$ cat src/rtl/msg_validator.sv
// Plausibility checker for RC4 candidate plaintext: accepts a key only if every byte is a-z or space.
// Optional capture of the checked bytes with registered readback is enabled by defining MSG_CAPTURE_EN.
module msg_validator #(
    parameter int MSG_LEN = 32,
    parameter int CNT_W   = $clog2(MSG_LEN) + 1
) (
    input  logic             clk,
    input  logic             reset,
    input  logic             start,
    input  logic             byte_valid,
    input  logic [7:0]       byte_data,
    output logic             abort_req,
    output logic             key_found,
    output logic             check_done,
    output logic [CNT_W-1:0] bytes_checked,
    output logic [CNT_W-1:0] first_bad_index
`ifdef MSG_CAPTURE_EN
    ,
    input  logic [CNT_W-2:0] rd_addr,
    output logic [7:0]       rd_data
`endif
);

    typedef enum logic [1:0] {
        IDLE  = 2'd0,
        CHECK = 2'd1,
        PASS  = 2'd2,
        FAIL  = 2'd3
    } state_t;

    localparam logic [CNT_W-1:0] LAST_IDX = CNT_W'(MSG_LEN - 1);
    localparam logic [CNT_W-1:0] CNT_ONE  = CNT_W'(1);
    localparam logic [CNT_W-1:0] CNT_ZERO = CNT_W'(0);

    function automatic logic is_legal(input logic [7:0] b);
        is_legal = ((b >= 8'h61) && (b <= 8'h7A)) || (b == 8'h20);
    endfunction

    state_t           state_r;
    state_t           state_nxt_s;
    logic [CNT_W-1:0] cnt_r;
    logic [CNT_W-1:0] cnt_nxt_s;
    logic [CNT_W-1:0] bad_idx_r;
    logic [CNT_W-1:0] bad_idx_nxt_s;
    logic             key_found_r;
    logic             abort_r;
    logic             done_r;
    logic             accept_s;

    // Next-state and counter update; start overrides everything, including a coincident byte
    always_comb begin
        state_nxt_s   = state_r;
        cnt_nxt_s     = cnt_r;
        bad_idx_nxt_s = bad_idx_r;
        accept_s      = 1'b0;
        if (start) begin
            state_nxt_s   = CHECK;
            cnt_nxt_s     = CNT_ZERO;
            bad_idx_nxt_s = CNT_ZERO;
        end else begin
            case (state_r)
                CHECK: begin
                    if (byte_valid) begin
                        accept_s = 1'b1;
                        if (is_legal(byte_data)) begin
                            cnt_nxt_s = cnt_r + CNT_ONE;
                            if (cnt_r == LAST_IDX) begin
                                state_nxt_s = PASS;
                            end else begin
                                state_nxt_s = CHECK;
                            end
                        end else begin
                            bad_idx_nxt_s = cnt_r;
                            state_nxt_s   = FAIL;
                        end
                    end else begin
                        state_nxt_s = CHECK;
                    end
                end
                IDLE, PASS, FAIL: begin
                    state_nxt_s = state_r;
                end
                default: begin
                    state_nxt_s = IDLE;
                end
            endcase
        end
    end

    // State, counters and verdict flags; flags are decoded from the next state so they appear with it
    always_ff @(posedge clk) begin
        if (!reset) begin
            state_r     <= IDLE;
            cnt_r       <= CNT_ZERO;
            bad_idx_r   <= CNT_ZERO;
            key_found_r <= 1'b0;
            abort_r     <= 1'b0;
            done_r      <= 1'b0;
        end else begin
            state_r     <= state_nxt_s;
            cnt_r       <= cnt_nxt_s;
            bad_idx_r   <= bad_idx_nxt_s;
            key_found_r <= (state_nxt_s == PASS);
            abort_r     <= (state_nxt_s == FAIL);
            done_r      <= (state_nxt_s == PASS) || (state_nxt_s == FAIL);
        end
    end

    assign abort_req       = abort_r;
    assign key_found       = key_found_r;
    assign check_done      = done_r;
    assign bytes_checked   = cnt_r;
    assign first_bad_index = bad_idx_r;

`ifdef MSG_CAPTURE_EN
    logic [7:0] mem_r [MSG_LEN];
    logic [7:0] rd_data_r;

    // Capture every byte examined in CHECK, the failing one included; contents survive reset
    always_ff @(posedge clk) begin
        if (reset && accept_s) begin
            mem_r[cnt_r[CNT_W-2:0]] <= byte_data;
        end else begin
            mem_r[cnt_r[CNT_W-2:0]] <= mem_r[cnt_r[CNT_W-2:0]];
        end
    end

    // Registered readback port
    always_ff @(posedge clk) begin
        if (!reset) begin
            rd_data_r <= 8'h00;
        end else if ({1'b0, rd_addr} < CNT_W'(MSG_LEN)) begin
            rd_data_r <= mem_r[rd_addr];
        end else begin
            rd_data_r <= 8'h00;
        end
    end

    assign rd_data = rd_data_r;
`else
    logic unused_accept_s;
    assign unused_accept_s = accept_s;
`endif

endmodule

$ cat config.mk
export PLATFORM = sky130hd
export DESIGN_NAME = msg_validator
export DESIGN_NICKNAME = d
export VERILOG_FILES = /design/src/rtl/msg_validator.sv
export SDC_FILE = /design/constraint.sdc
export NUM_CORES = 1
export LEC_CHECK = 0
export CORE_AREA = 5 5 43 45
export CTS_BUF_LIST = sky130_fd_sc_hd__clkbuf_8
export DETAILED_ROUTE_END_ITERATION = 16
export DIE_AREA = 0 0 48 50
export DONT_BUFFER_PORTS = 1
export PLACE_DENSITY = 0.83
export SLEW_MARGIN = 20
export SYNTH_ARGS = -nofsm -noshare
export SYNTH_HDL_FRONTEND = slang
export SYNTH_SLANG_ARGS = --single-unit
$ cat constraint.sdc
create_clock -name clk -period 2.2 [get_ports clk]
set_input_delay 0.44 -clock clk [delete_from_list [all_inputs] [get_ports clk]]
set_output_delay 0.44 -clock clk [all_outputs]
set_load 0.02 [all_outputs]
==> results of run 1 <==
==> metal layers <==
layer  wire length [um]  track usage  part of all wire
met1                669       0.2109              0.41
met2                752       0.2313              0.46
met3                180      0.06182              0.11
met4                 44       0.1076             0.027
met5                  0            0                 0
==> registers in the layout, summed over array words and instances, names as in the netlist <==
name             flops
abort_req            1
state_r              2
bytes_checked        6
key_found            1
first_bad_index      6
check_done           1
==> layout make-up <==
cell class	instances	area (um2)
Fill cell	126	574.3
Multi-Input combinational cell	69	425.4
Sequential cell	17	340.3
Clock buffer	3	41.29
Timing Repair Buffer	4	30.03
Tap cell	16	20.02
Clock inverter	1	5.005
==> power by group <==
part	total, uW	internal, uW	leakage, uW	switching [uW]
Combinational	35.5	15.5	0.000150	20.0
Sequential	316	311	0.000137	4.89
Clock	236	126	0.0000255	110
==> cell families after synthesis <==
logic type,share of synthesized area
XOR/XNOR,0.01110
AND/OR/NAND/NOR,0.2726
AO/OA/AOI/OAI,0.2076
flip-flops,0.4311
buffers and inverters,0.03009
multiplexers,0.03169
adder cells (fa/ha/maj),0.01585
==> cell usage in the layout (no fill, tap or decap), types with 2 or more instances in the layout <==
cell / n
nor2b_1: 2
buf_4: 4
clkbuf_8: 3
a21oi_1: 6
o31a_1: 2
nand2_1: 8
a31o_2: 2
dfxtp_1: 17
or4_1: 2
nand2b_1: 3
o31ai_1: 2
o21ai_0: 3
o21ai_1: 5
nor2_1: 8
nand3_1: 9
==> how the worst min path moves through the flow <==
stage	startpoint	end	slack [ps]
2_1_floorplan	state_r[0]$_SDFF_PN0_	abort_req$_SDFF_PN0_	470
3_3_place_gp	state_r[0]$_SDFF_PN0_	abort_req$_SDFF_PN0_	500
3_5_place_dp	state_r[0]$_SDFF_PN0_	abort_req$_SDFF_PN0_	520
4_1_cts	start	state_r[0]$_SDFF_PN0_	390
5_1_grt	start	state_r[0]$_SDFF_PN0_	390
6_report	start	state_r[0]$_SDFF_PN0_	400
==> worst reg2reg max path, stage by stage (launching register included) <==
cell and delay (ps):
dfxtp_1 540, nand3_1 160, nor3b_1 460, o31a_1 210, a21boi_0 170
==> metrics by stage <==
stage                       util  std cells  setup slack, ps  instance area [um2]
after global routing      0.6002        110            387.6                862.1
after floorplan                -         90            513.5                789.5
after global placement    0.5679        106            478.1                815.8
after detailed placement  0.5679        106            444.1                815.8
after CTS                 0.6002        110            611.8                862.1
final                     0.6002        110            602.7                862.1
==> results.md, run 1 <==
* Total track usage at 0.1679
* TritonCTS clock tree: done
* Worst Skew at between 1 and 1.5 ps
* Buffers & Inverters on Critical Path at 0
* Critical path's slowest cell: dfxtp_1
* Overall Power at between 500 and 600 uW
* Clk root buf: clkbuf_8
* Post-synthesis sequential element count at 17
* Asr flop ratio synth at 0
* Cell taking the most area after synthesis: dfxtp_1
* Synth warn at 0
* Largest net degree at the start of global routing at 12
* Yosys top cell area share at 0.4311
* MaxCap Viol Count at 0
* Nets at roughly 110
* Post-Route WL at between 1500 and 2000 um
* Antenna cells at 0
* Vias/cell at ~6.2
* Initial Utilization at 0.5497
* Critical Path AT at 1780 ps
* Setup CP Type: register to register
* Final hold slack at 399.1 ps
* Full die area at 2400 um2
* First-pass GRT wire length at 2891 um
* H-Tree Level Count at 1
* Cells on worst reg2reg path at 4
* Fin. Hold Viols at 0
* First-pass iteration count of the detailed router at 4
* Commonest register cell after synthesis: dfxtp_1
* Final setup violation count at 0
* Initial antenna violation count at 0
* Area of the core at approximately 1400 um2
* CP peak stage delay at about 540 ps
* Worst hold path cell count at 2
* Clock slew seen by the registers of the worst setup and hold paths at ~70 ps
* Rows at 14
* Number of global-route vias before repair at around 660
* RR Endpoint: key_found$_SDFF_PN0_
* Synth area leaders: dfxtp_1 43%, nand3_1 5.7%, a21oi_1 3.8%, nand2_1 3.8%, nor2_1 3.8%
* Post-CTS Repair Setup Buffers at 0
* Seq/Total Area, Yosys at 0.4311
* Critical Path End Type: register
* Synth-to-layout area growth at 9.192%
* Clk_lat worst skew at about 250 ps
* Syn Inst Count at 90
* Height of the die at approximately 50 um
* Min Tclk post-route at between 1500 and 2000 ps
* Fmax at 0.6261 GHz
* CTS Buf Count at 3
* DP Wirelength at approximately 1200 um
* PwrDens at 680.8 nW/um2
* CP endpoint: key_found$_SDFF_PN0_
* Min-Delay Path Class: primary input to register
* Initial DRC count at 11
* Post-synth cell types at 34
* CTS sink count at 17
* Post-DRT Antenna Nets at 0
* Startpoint Class: register
* Syn Nets at 103
* Post-synth EDFFs at 0
* Status: finished, final reports clean
* Syn Std Cell Area at roughly 790 um2
* Flop2flop setup slack at about 600 ps
* Critical path data required time at 2380 ps
* Fin. max-slew vios at 0
* VDD IR max at 0.3880 mV
* CTS Buffer Depth at 2
* Die X at roughly 48 um
* Remaining DRCs at 0
* Crit path max-delay family: simple AND/OR/NAND/NOR gates
* I/O Buffers at 0
* Lkg Pwr at ~0.00031 uW
* Total negative slack at 0 ps
* CTS Hold Bufs at 0
* Fraction of layout cells with a size suffix above 1 at 0.1702
* Post-synth top cells: 17 x dfxtp_1, 9 x nand3_1, 8 x nand2_1, 8 x nor2_1, 6 x a21oi_1
* Post_cts resized at 0
* Syn_area_per_cell at 8.772 um2
* Critical-path cell list: nand3_1 -> nor3b_1 -> o31a_1 -> a21boi_0
* DR vias at between 600 and 700
* Top Ports at 27
* Final worst-path cycle share at 0.7260
* GPL Wtd Cong at 0.7595
* Critical-path maximum fanout at 6
* Unrepaired setup endpoints after global routing: no
* Worst slew pin tran at 477.9 ps
* Critical Path Source: bytes_checked[3]$_SDFFE_PP0P_
* Max-slew headroom at 0.6807
* CP Depth at 4
* Worst r2r src: bytes_checked[3]$_SDFFE_PP0P_
* GRT overflow at 0
* Most common cell in the netlist: dfxtp_1
* Post-DR wirelength/cell at 14.97 um
No activity file was read; power rests on OpenSTA's default activity.
==> run 2: changes to the inputs <==
clock period = 1.6 ns   (was 2.2 ns; I/O delays follow)
==> run 2 against run 1 <==
Against the previous run: critical path depth unchanged; first-iteration DRC count grew 45%; sequential power rose by 37%; worst hold slack worse by 110 ps; worst setup slack got worse by 480 ps; utilization rose by 1.9 points.
==> results.md, run 2 (synthesis gave the netlist of run 1 again) <==
* Hold Path Origin: start
* Height of the die at approximately 50 um
* CTS sink count at 17
* Remaining DRCs at 0
* Fmax at approximately 0.68 GHz
* Part of the power in registers at 0.534
* Critical Path Source: state_r[0]$_SDFF_PN0_
* Worst hold path cell count at 2
* Most Crowded Layer GR: met2
* Antenna cells at 0
* MaxCap Viol Count at 0
* Routing usage on met3 at 0.06545
* Fraction of layout cells with a size suffix above 1 at 0.2062
* Post-DR wirelength/cell at roughly 15 um
* Fin. max-slew vios at 0
* DR vias at 692
* Logic pwr share at 0.060
* Critical Path AT at between 1500 and 2000 ps
* Unrepaired setup endpoints after global routing: no
* Fin. Hold Viols at 0
* Setup CP Type: register to register
* CTS Buffer Depth at 2
* Area of the core at about 1400 um2
* Startpoint Class: register
* Status: finished, final reports clean
* M2 GR Usage at 0.2577
* Max-slew headroom at 0.7703
* First-pass iteration count of the detailed router at 4
* Internal power at roughly 620 uW
* Clock slew seen by the registers of the worst setup and hold paths at roughly 70 ps
* Worst r2r src: state_r[0]$_SDFF_PN0_
* Critical path data required time at ~1800 ps
* CTS Buf Count at 3
* Initial DRC count at 16
* Clk_lat worst skew at 260 ps
* Die X at 48 um
* Total track usage at 0.1624
* Number of global-route vias before repair at around 690
* GPL Wtd Cong at 0.7878
* Total negative slack at 0 ps
* Clk root buf: clkbuf_8
* Sw Share at 0.2349
* CTS Hold Bufs at 0
* Critical Path End Type: register
* VDD IR max at around 0.65 mV
* M1 GR Usage at 0.1783
* TritonCTS clock tree: done
* Flop2flop setup slack at 120 ps
* RR Endpoint: bytes_checked[4]$_SDFFE_PP0P_
* Net Sw Power at approximately 190 uW
* DP Wirelength at about 1300 um
* Worst slew pin tran at 344.5 ps
* Initial Utilization at 0.5497
* Min-Delay Path Class: primary input to register
* Top Ports at 27
* Final setup violation count at 0
* Cells on worst reg2reg path at 4
* Post-Route WL at roughly 1700 um
* WHS Endpoint: state_r[0]$_SDFF_PN0_
* Commonest non-fill, non-tap cell in the layout: dfxtp_1
* Initial antenna violation count at 0
* Rows at 14
* Min Tclk post-route at between 1000 and 1500 ps
* Critical-path maximum fanout at 5
* Worst Skew at around 1.2 ps
* First-pass GRT wire length at between 2000 and 3000 um
* I/O Buffers at 0
* Synth-to-layout area growth at 12.68%
* Final core occ at 0.6193
* Vias/cell at approximately 6.1
* Post-DRT Antenna Nets at 0
* Lkg Pwr at around 0.00033 uW
* Full die area at ~2400 um2
* Largest net degree at the start of global routing at 12
* Nets at approximately 110
* Final worst-path cycle share at 0.9254
* PwrDens at between 900 and 1000 nW/um2
* Fillcell total at 128
* Clock power frac at 0.406
* H-Tree Level Count at 1
* GRT overflow at 0
* Commonest non-fill, non-tap cells in the layout: 17 x dfxtp_1, 9 x nand3_1, 8 x nor2_1, 8 x nand2_1, 7 x buf_4
==> run 2: cell count changes in the layout (fill, tap and decap cells not counted), sizes merged <==
cell,previous run,this run
buf,4,7
==> run 2: power by group through the flow <==
stage / Sequential, uW / Clock [uW] / Combinational, uW
after floorplan: 443 / 0 / 41.8
after global placement: 444 / 0 / 46.5
after detailed placement: 444 / 0 / 48.4
after CTS: 434 / 338 / 48.6
after global routing: 434 / 364 / 53.1
final: 434 / 330 / 48.7
==> run 2: worst max-delay path by stage <==
stage                                                  to  slack, ps  depth (start not counted)
final                       bytes_checked[4]$_SDFFE_PP0P_        120                          4
after global routing        bytes_checked[3]$_SDFFE_PP0P_         40                          4
after CTS                            key_found$_SDFF_PN0_         80                          4
after detailed placement  first_bad_index[3]$_SDFFE_PP0P_        -30                          5
after global placement    first_bad_index[3]$_SDFFE_PP0P_         -4                          5
after floorplan             bytes_checked[2]$_SDFFE_PP0P_         30                          5
==> run 2: timing repair <==
item	in CTS	in global routing
buffers inserted	0	0
gates resized for setup	0	1
endpoints found under the setup margin	0	3
==> run 2: routing by layer <==
layer	part of all wire	vias to the layer above	wire length, um
met5	0	-	0
met1	0.39	317	677
met4	0.023	0	40
li1	-	340	-
met3	0.12	5	212
met2	0.46	30	802
==> run 2: layout make-up <==
cell class / instances / area (um2) / share of cell area
Clock buffer: 3 / 41.29 / 0.04641
Clock inverter: 1 / 5.005 / 0.005626
Multi-Input combinational cell: 69 / 430.4 / 0.4838
Sequential cell: 17 / 340.3 / 0.3826
Tap cell: 16 / 20.02 / 0.02250
Timing Repair Buffer: 7 / 52.55 / 0.05907
==> run 2: per-stage QoR <==
| step | cells | power (uW) | cell area [um2] | hold WS (ps) | setup WS [ps] |
|---|---|---|---|---|---|
| 6_report | 113 | 813.3 | 889.6 | 284.4 | 119.4 |
| 2_1_floorplan | 90 | 484.7 | 789.5 | 466.3 | 33.55 |
| 3_3_place_gp | 109 | 490.2 | 838.3 | 497.9 | -4.350 |
| 3_5_place_dp | 109 | 492.2 | 838.3 | 509.5 | -32.59 |
| 4_1_cts | 113 | 820.6 | 884.6 | 283.5 | 81.40 |
| 5_1_grt | 113 | 851.0 | 889.6 | 275.8 | 36.44 |
==> run 2: worst max-delay path, cell delays in order, from the launching register on <==
cell and delay [ps]:
dfxtp_1 390, nand2_1 80, or2_2 320, or4_1 470
a21oi_1 150
==> run 3: changes to the inputs <==
HOLD_SLACK_MARGIN = 0.05   (was default)
==> results of run 3 <==
The final DEF is identical to that of run 2; final timing and power are the same.
